**src/rtl/alu_iterative.sv**
```systemverilog
// Per-thread ALU: single-cycle ADD/SUB/MUL/compare, multi-cycle restoring divider,
// with valid/ready handshakes on both the request and response sides.
module alu_iterative #(
    parameter int DATA_WIDTH = 8,
    parameter bit SIGNED_CMP = 1'b1
) (
    input  logic                  clk,
    input  logic                  reset,
    input  logic                  enable,
    input  logic                  req_valid,
    output logic                  req_ready,
    input  logic [1:0]            req_op,
    input  logic                  req_cmp,
    input  logic [DATA_WIDTH-1:0] rs,
    input  logic [DATA_WIDTH-1:0] rt,
    output logic                  resp_valid,
    input  logic                  resp_ready,
    output logic [DATA_WIDTH-1:0] result,
    output logic                  div_by_zero,
    output logic                  busy
);
    localparam int CW = $clog2(DATA_WIDTH + 1);

    typedef enum logic [1:0] {IDLE, DIVIDE, DONE} state_t;

    state_t                state_reg, state_next;
    logic [DATA_WIDTH-1:0] result_reg, result_next;
    logic [DATA_WIDTH-1:0] quot_reg, quot_next;
    logic [DATA_WIDTH-1:0] rem_reg, rem_next;
    logic [DATA_WIDTH-1:0] divisor_reg, divisor_next;
    logic [CW-1:0]         count_reg, count_next;
    logic                  dbz_reg, dbz_next;

    logic cmp_gt, cmp_lt, cmp_eq;

    generate
        if (SIGNED_CMP) begin : g_signed_cmp
            assign cmp_gt = $signed(rs) > $signed(rt);
            assign cmp_lt = $signed(rs) < $signed(rt);
        end else begin : g_unsigned_cmp
            assign cmp_gt = rs > rt;
            assign cmp_lt = rs < rt;
        end
    endgenerate
    assign cmp_eq = (rs == rt);

    // One restoring step: shift the next dividend bit into the partial remainder.
    // The partial remainder is always below the divisor, so the difference fits DATA_WIDTH bits.
    logic [DATA_WIDTH:0]   rem_shift;
    logic [DATA_WIDTH-1:0] rem_diff;
    logic                  rem_ge;
    assign rem_shift = {rem_reg, quot_reg[DATA_WIDTH-1]};
    assign rem_ge    = rem_shift >= {1'b0, divisor_reg};
    assign rem_diff  = rem_shift[DATA_WIDTH-1:0] - divisor_reg;

    always_comb begin
        state_next   = state_reg;
        result_next  = result_reg;
        quot_next    = quot_reg;
        rem_next     = rem_reg;
        divisor_next = divisor_reg;
        count_next   = count_reg;
        dbz_next     = dbz_reg;
        req_ready    = 1'b0;
        resp_valid   = 1'b0;

        case (state_reg)
            IDLE: begin
                req_ready = enable && !reset;
                if (req_valid && enable) begin
                    dbz_next   = 1'b0;
                    state_next = DONE;
                    if (req_cmp) begin
                        result_next      = '0;
                        result_next[2:0] = {cmp_gt, cmp_eq, cmp_lt};
                    end else begin
                        case (req_op)
                            2'b00: result_next = rs + rt;
                            2'b01: result_next = rs - rt;
                            2'b10: result_next = rs * rt;
                            default: begin
                                if (rt == '0) begin
                                    result_next = '1;
                                    dbz_next    = 1'b1;
                                end else begin
                                    quot_next    = rs;
                                    rem_next     = '0;
                                    divisor_next = rt;
                                    count_next   = CW'(DATA_WIDTH);
                                    state_next   = DIVIDE;
                                end
                            end
                        endcase
                    end
                end
            end
            DIVIDE: begin
                quot_next  = {quot_reg[DATA_WIDTH-2:0], rem_ge};
                rem_next   = rem_ge ? rem_diff : rem_shift[DATA_WIDTH-1:0];
                count_next = count_reg - CW'(1);
                if (count_reg == CW'(1)) begin
                    result_next = quot_next;
                    state_next  = DONE;
                end
            end
            DONE: begin
                resp_valid = 1'b1;
                if (resp_ready) begin
                    state_next = IDLE;
                end
            end
            default: state_next = IDLE;
        endcase
    end

    always_ff @(posedge clk) begin
        if (reset) begin
            state_reg   <= IDLE;
            result_reg  <= '0;
            quot_reg    <= '0;
            rem_reg     <= '0;
            divisor_reg <= '0;
            count_reg   <= '0;
            dbz_reg     <= 1'b0;
        end else begin
            state_reg   <= state_next;
            result_reg  <= result_next;
            quot_reg    <= quot_next;
            rem_reg     <= rem_next;
            divisor_reg <= divisor_next;
            count_reg   <= count_next;
            dbz_reg     <= dbz_next;
        end
    end

    assign result      = result_reg;
    assign div_by_zero = dbz_reg;
    assign busy        = (state_reg != IDLE);

endmodule

```
**config.mk**
```make
export PLATFORM = sky130hd
export DESIGN_NAME = alu_iterative
export DESIGN_NICKNAME = d
export VERILOG_FILES = /design/src/rtl/alu_iterative.sv
export SDC_FILE = /design/constraint.sdc
export NUM_CORES = 1
export LEC_CHECK = 0
export BUFFER_PORTS_ARGS = -buffer_cell sky130_fd_sc_hd__buf_2
export CAP_MARGIN = 20
export CORE_AREA = 2 2 94 96
export DETAILED_ROUTE_END_ITERATION = 8
export DIE_AREA = 0 0 96 98
export SLEW_MARGIN = 10
export SYNTH_ARGS = -nofsm -noshare
export SYNTH_HDL_FRONTEND = slang
export SYNTH_SLANG_ARGS = --single-unit
```
**constraint.sdc**
```tcl
create_clock -name clk -period 5.05 [get_ports clk]
set_input_delay 0.7575 -clock clk [delete_from_list [all_inputs] [get_ports clk]]
set_output_delay 0.7575 -clock clk [all_outputs]
set_load 0.005 [all_outputs]
```
# Word-level counts from Yosys, hierarchy flattened
# Index checks and enable logic that the tools add are counted.
word_totals:
  ff_bits: 39
  out_inout_bits: 12
  wordCells: 79
classes:
  addsub: 4
  n_mul: 1
  n_lt_le_gt_ge: 3
  n_eq_ne: 13
  mux: 34
  bitwise: 3
  reduce_logical: 14
op_table:
  columns: ["cell", "count"]
  rows:
  - ["$mux W8", 13]
  - ["$pmux W8 S2", 3]
  - ["$pmux W8 S3", 1]
  - ["$mux W4", 4]
  - ["$sub A8 B8 Y8", 2]
  - ["$mux W2", 6]
  - ["$ne A2 B2 Y1 const B", 6]
  - ["$reduce_and A5 Y1", 2]
  - ["$ge A9 B8 Y1", 1]
  - ["$add A8 B8 Y8", 1]
  - ["$eq A8 B8 Y1", 1]
  - ["$gt A8 B8 Y1", 1]
  - ["$logic_not A8 Y1", 1]
  - ["$lt A8 B8 Y1", 1]
  - ["$mul A8 B8 Y8", 1]
  - ["$pmux W4 S2", 1]
  - ["$ne A6 B3 Y1 const B", 1]
  - ["$pmux W2 S3", 1]
  - ["$mux W1", 5]
  - ["$eq A2 B1 Y1 const B", 2]
  - ["$eq A2 B2 Y1 const B", 2]
  - ["$eq A4 B1 Y1 const B", 1]
  - ["$logic_not A2 Y1", 2]
  - ["$reduce_and A4 Y1", 1]
  - ["other kinds (8)", 12]

# Depth between registers and ports, before layout
# Gate-level depths: netlist (run 1).
logic_depth:
  word_depth: 6
  ltp_mapped: 16
  ltp_nobuf: 16

# Worst setup path after synthesis (run 1)
# Ideal clock, no wire load.
synth_timing:
  path_type: "input to register"
  start: "input port rs[3]"
  end: "register result_reg[7] (netlist: result[7])"
  setup_ns: 0.091
  arrival_time_ns: 4.012
  required_ns: 4.959
  slack_ns: 0.947
  path_stages: 15
  n_path_buf: 0
  path_cell_list: "ha_1 > inv_1 > fa_1 > inv_1 > ha_1 > fa_1 > inv_1 > fa_1 > inv_1 > ha_1 > a21oi_1 > xnor2_1 > xnor2_1 > o221ai_1 > a311oi_1"
synth_via:
  elab_chain_cells: 5
synth_rtl:
  columns: ["item", "line_no", "source"]
  rows:
  - ["start, declared", "14", "input logic [DATA_WIDTH-1:0] rs,"]
  - ["$mul A8 B8 Y8, or another cell as far along", "80", "2'b10: result_next = rs * rt;"]
  - ["$pmux W8 S3 (*)", "77", "case (req_op)"]
  - ["$mux W8 (*)", "73", "if (req_cmp) begin"]
  - ["$mux W8 (*)", "70", "if (req_valid && enable) begin"]
  - ["$pmux W8 S2 (*)", "67", "case (state_reg)"]
  - ["end signal, assigned", "127", "result_reg <= result_next;"]
  - ["end, declared", "27", "logic [DATA_WIDTH-1:0] result_reg, result_next;"]
# Every way passes the cells marked *; elsewhere a longest branch is shown, timed or not. The select of a mux whose other input is x is not followed.
# A chain may end at the register's enable or synchronous reset.

# Worst setup path after layout (run 1)
layout_timing:
  start: "input port rt[2]"
  end: "register result_reg[7] (netlist: result[7])"
layout_via:
  elab_chain_cells: 5
layout_rtl:
  columns: ["item", "line_no", "source"]
  rows:
  - ["start, declared", "15", "input logic [DATA_WIDTH-1:0] rt,"]
  - ["$mul A8 B8 Y8, or another cell as far along", "80", null]
  - ["$pmux W8 S3", "77", null]
  - ["$mux W8", "73", null]
  - ["$mux W8", "70", null]
  - ["$pmux W8 S2", "67", null]
# Parallel ways exist; a longest one is shown, timed or not. The select of a mux whose other input is x is not followed.

==> results of run 1 <==
[power by group through the flow]
stage                     Sequential, uW  Clock [uW]  Combinational, uW
final                                322         212                346
after global placement               329           0                344
after floorplan                      329           0                252
after CTS                            322         214                348
after detailed placement             329           0                345
after global routing                 324         232                397
[cells in the mapped netlist, drive strengths merged (2+ instances only)]
master	instances	area share
nand2	50	0.051
a22oi	7	0.014
a311oi	7	0.017
a21o	9	0.018
buf	5	0.0084
dfxtp	39	0.21
nor2b	7	0.012
nor3b	2	0.0040
or2	2	0.0034
nor3	5	0.0067
o221ai	4	0.0094
nand2b	5	0.0084
a21oi	33	0.049
ha	41	0.14
inv	61	0.062
o31ai	2	0.0040
o21bai	2	0.0051
nor4	4	0.015
a222oi	7	0.019
nor2	47	0.048
o21a	6	0.012
xor2	8	0.019
nand4	3	0.0051
mux2	3	0.0091
fa	15	0.081
o211ai	7	0.016
o21ai	15	0.020
clkbuf	9	0.0091
a211oi	4	0.0094
xnor2	19	0.045
and2	11	0.019
nand3	5	0.0067
mux2i	2	0.0054
[worst max-delay path: stages]
cell,delay (ps)
buf_2,220
ha_1,240
inv_1,100
fa_1,390
inv_1,90
fa_1,400
ha_1,290
inv_1,50
fa_1,530
inv_1,40
ha_1,330
a21o_1,170
a21oi_1,170
xnor2_1,150
xnor2_1,150
o221ai_1,130
a311oi_1,270
[area by class of cell]
class / instances / area [sq um]
fill: 866 / 4410
multi-input combinational: 349 / 2630
sequential: 39 / 781
inverter: 61 / 229
timing repair buffer: 38 / 195
tap: 108 / 135
clock buffer: 6 / 72.6
clock inverter: 2 / 12.5
[worst max-delay path by stage]
stage | startpoint | endpoint | slack (ps) | cells after the start
final | rt[2] | result[7]$_SDFFE_PP0P_ | 770 | 17
after global routing | rt[3] | result[7]$_SDFFE_PP0P_ | 550 | 16
after CTS | rt[2] | result[7]$_SDFFE_PP0P_ | 750 | 17
after detailed placement | rt[2] | result[7]$_SDFFE_PP0P_ | 440 | 17
after global placement | rt[2] | result[7]$_SDFFE_PP0P_ | 480 | 17
after floorplan | rs[3] | result[7]$_SDFFE_PP0P_ | 950 | 15
[stage by stage]
stage	hold slack, ps	cells
after floorplan	436	463
after global placement	449	594
after detailed placement	448	594
after CTS	459	602
after global routing	473	603
final	456	603
[logic make-up after synthesis]
kind of cell | count (synthesis) | share of synthesized area
simple gates | 146 | 0.190
compound gates | 115 | 0.222
buf+inv | 75 | 0.0793
fa+ha+maj | 56 | 0.219
flops | 39 | 0.211
xor+xnor | 27 | 0.0638
mux | 5 | 0.0145
[metal layers]
metal / global-route usage / wire, um / vias to the layer above
met5: 0 / 0 / -
met4: 0.0286 / 37 / 0
met3: 0.0440 / 656 / 5
met2: 0.320 / 4130 / 111
met1: 0.324 / 4620 / 1588
li1: - / - / 1656
==> metrics, run 1 <==
GR Util All Layers 0.214; IO buf count 35; clk sinks 39; max-slew violation count 0; Post-Synthesis Cells 463; Seq pwr share 0.366; RSZ-0062 raised after global routing false; IO Count 36; Die H 98 um; Int Pwr 560 uW; dpl hpwl 7290 um; Synth async-reset ratio 0; MaxCap Viol Count 0; placed inst area 3970 sq um; cts bufs inserted 5; pin count of the biggest net entering global routing 41; Detailed Route Iter0 Violations 295; CP Launch Type primary input; post-synth net total 543; core area 8470 sq um; H-tree Lvls 2; Net Switching 321 uW; Clock power frac 0.241; sw frac 0.364; vias in the first global route 3212; root buffer selected by CTS clkbuf_8; Final Hold Fails 0; Worst-Skew Late Latency 300 ps; number of diodes 0; commonest non-fill, non-tap cell in the layout inv_1; Longest Clk Path Bufs 2; DR vias 3360; worst hold endpoint divisor_reg[6]$_SDFFE_PP0P_; crit-path max FO 8; fmax 0.234 GHz; layout cells sized above 1 0.121; yosys warns 0; Worst Path Arrival 4490 ps; # resized after CTS 0; post-layout util 0.479; Yosys reg bits 39; critical path required time 5260 ps; grt total ovfl 0; total power 881 uW; worst slack, placed 435 ps; Slew @ Worst Pin 894 ps; setup slack after layout 772 ps; r2r endpoint rem_reg[4]$_SDFFE_PP0P_; Rel. slew slack 0.404; Post-synth EDFFs 0; Final Skew 3.72 ps; first-pass GRT wire length 15900 um; Crit. End Element flip-flop; Initial DRT Pass Iterations 6; Worst Hold Class flip-flop to flip-flop; prevailing post-synth register cell dfxtp_1; sequential element share of the synthesized area 0.211; syn_area_per_cell 8.01 sq um; final WL 9440 um; DIE WIDTH 96 um; CTS tree built; Hold Path Origin divisor_reg[6]$_SDFFE_PP0P_; die area 9410 sq um; Reg-to-Reg Start divisor_reg[2]$_SDFFE_PP0P_; hold path cells 2; global placer's final weighted congestion 0.864; FP Rows 34; final setup violating endpoints 0; Combinational Power Share 0.393; Lkg Pwr 0.00178 uW; area added between synthesis and finish 9.45%; Mapped Area 3710 sq um; initial core utilization 0.438; Distinct cells, synth 58; R2R cell count 10; hold_buf cts 0; vias per inst 5.57; Max VDD drop 0.106 mV; antenna violations before repair 0; period utilisation layout 0.847; ANT nets after route 0; status completed; Clk pin slew, worst setup/hold paths 80 ps; Final #Nets 574; R2R Setup Slk 2700 ps; Post-route DRC 0; drt wl/cell 15.7 um; most frequent cells in the layout inv_1, nand2_1, nor2_1; Final TNS setup 0 ps; final worst path period need 4280 ps; Setup CP Type primary input to flip-flop; Pwr Density 217 nW/um^2; setup bufs post-CTS 0; fin area 4060 sq um
Note: power is estimated with default switching activity, not from simulation.
==> inputs of run 2 (changes only) <==
clock period = 4 ns   (was 5.05 ns; I/O delays follow)
==> run 2 against run 1 <==
Effect of this change:
- non-clock buffer count grew 33
- combinational power grew 53%
- clock power grew 83%
==> metrics, run 2 (synthesis gave the netlist of run 1 again) <==
status completed; cts bufs inserted 5; Net Switching 427 uW; most frequent cells in the layout inv_1, nand2_1, nor2_1; hold_buf cts 0; drt wl/cell 15.5 um; worst slack, placed -275 ps; Post-Place Cells 628; FP Rows 34; Final Hold Fails 0; Worst-Skew Late Latency 290 ps; sw frac 0.323; core area 8470 sq um; final setup violating endpoints 0; Combinational Power Share 0.399; DR vias 3462; CTS tree built; Final Instance Count excl. Fillers 636; final WL 9840 um; Final #Nets 607; Crit. End Element flip-flop; Final TNS setup 0 ps; vias in the first global route 3376; clk sinks 39; storage element area 781 sq um; Pwr Density 298 nW/um^2; Clk pin slew, worst setup/hold paths 80 ps; final worst path period need 3880 ps; DIE WIDTH 96 um; setup bufs post-CTS 0; Initial DRT Pass Iterations 6; number of diodes 0; initial core utilization 0.438; grt total ovfl 0; setup slack after layout 122 ps; Lkg Pwr 0.00197 uW; Worst Path Arrival 4080 ps; H-tree Lvls 2; ANT nets after route 0; dpl hpwl 7750 um; CP Launch Type primary input; Seq pwr share 0.307; global placer's final weighted congestion 0.945; Die H 98 um; Max VDD drop 0.129 mV; Final Skew 7.79 ps; Setup CP Type primary input to flip-flop; fillers 853; IO Count 36; max-slew violation count 0; Longest Clk Path Bufs 2; pin count of the biggest net entering global routing 41; IO buf count 35; Rel. slew slack 0.541; first-pass GRT wire length 16200 um; root buffer selected by CTS clkbuf_8; area added between synthesis and finish 20.0%; Clock power frac 0.294; multi-input logic area 2720 sq um; Post-route DRC 0; die area 9410 sq um; GR Util All Layers 0.218; Worst Hold Class flip-flop to flip-flop; Detailed Route Iter0 Violations 200; crit-path max FO 4; antenna violations before repair 0; commonest non-fill, non-tap cell in the layout inv_1; Int Pwr 897 uW; total power 1320 uW; fmax 0.258 GHz; critical path required time 4200 ps; period utilisation layout 0.969; layout cells sized above 1 0.210; vias per inst 5.44; MaxCap Viol Count 0; Slew @ Worst Pin 678 ps; post-layout util 0.525
==> run 2: changes by cell type in the layout (fill, tap and decap cells not counted), moves of 3 or more <==
cell	previous run	this run
fa_2	0	4
fa_1	15	11
ha_1	41	36
buf_2	36	31
ha_4	0	3
buf_4	2	39
==> run 2: final timing paths <==
check / from / end / slack (ps) / depth (start not counted)
max: rs[3] / result[7]$_SDFFE_PP0P_ / 120 / 15
min: divisor_reg[3]$_SDFFE_PP0P_ / divisor_reg[3]$_SDFFE_PP0P_ / 460 / 2
max reg2reg: divisor_reg[2]$_SDFFE_PP0P_ / rem_reg[4]$_SDFFE_PP0P_ / 1650 / 9
min reg2reg: divisor_reg[3]$_SDFFE_PP0P_ / divisor_reg[3]$_SDFFE_PP0P_ / 460 / 2
==> run 2: what timing repair did <==
item	4_1_cts	5_1_grt
setup endpoints to repair	0	2
endpoints found under the hold margin	0	0
gates resized for setup	0	24
==> run 2: cell type report <==
cell class,count,share of cell area
Multi-Input combinational cell,349,0.610
Sequential cell,39,0.176
Timing Repair Buffer,71,0.102
Inverter,61,0.0515
Tap cell,108,0.0304
Clock buffer,6,0.0163
Clock inverter,2,0.0135
==> run 2: routing by layer <==
metal  GRT usage  wire length (um)  vias up
met1       0.311              4880     1640
met2       0.345              4470       85
li1            -                 -     1725
met4      0.0451                65        0
met3      0.0355               428       12
met5           0                 0        -
==> run 2: critical path, stage by stage <==
cell	delay, ps
buf_4	130
nand2_2	70
fa_2	390
fa_1	530
inv_1	50
fa_1	480
inv_1	60
fa_2	550
inv_1	60
ha_4	240
a21oi_2	160
xnor2_1	150
xnor2_1	160
o221ai_1	160
a311oi_1	280
==> run 2: power groups by stage <==
stage / registers [uW] / clock network, uW / logic, uW
floorplan: 415 / 0 / 318
global placement: 416 / 0 / 475
detailed placement: 416 / 0 / 482
CTS: 407 / 395 / 485
global route: 408 / 411 / 588
finish: 407 / 389 / 528
==> run 2: through the flow <==
step,hold slack (ps),area [sq um]
3_5_place_dp,455,4220
5_1_grt,491,4450
6_report,460,4450
4_1_cts,465,4360
2_1_floorplan,436,3710
3_3_place_gp,449,4220
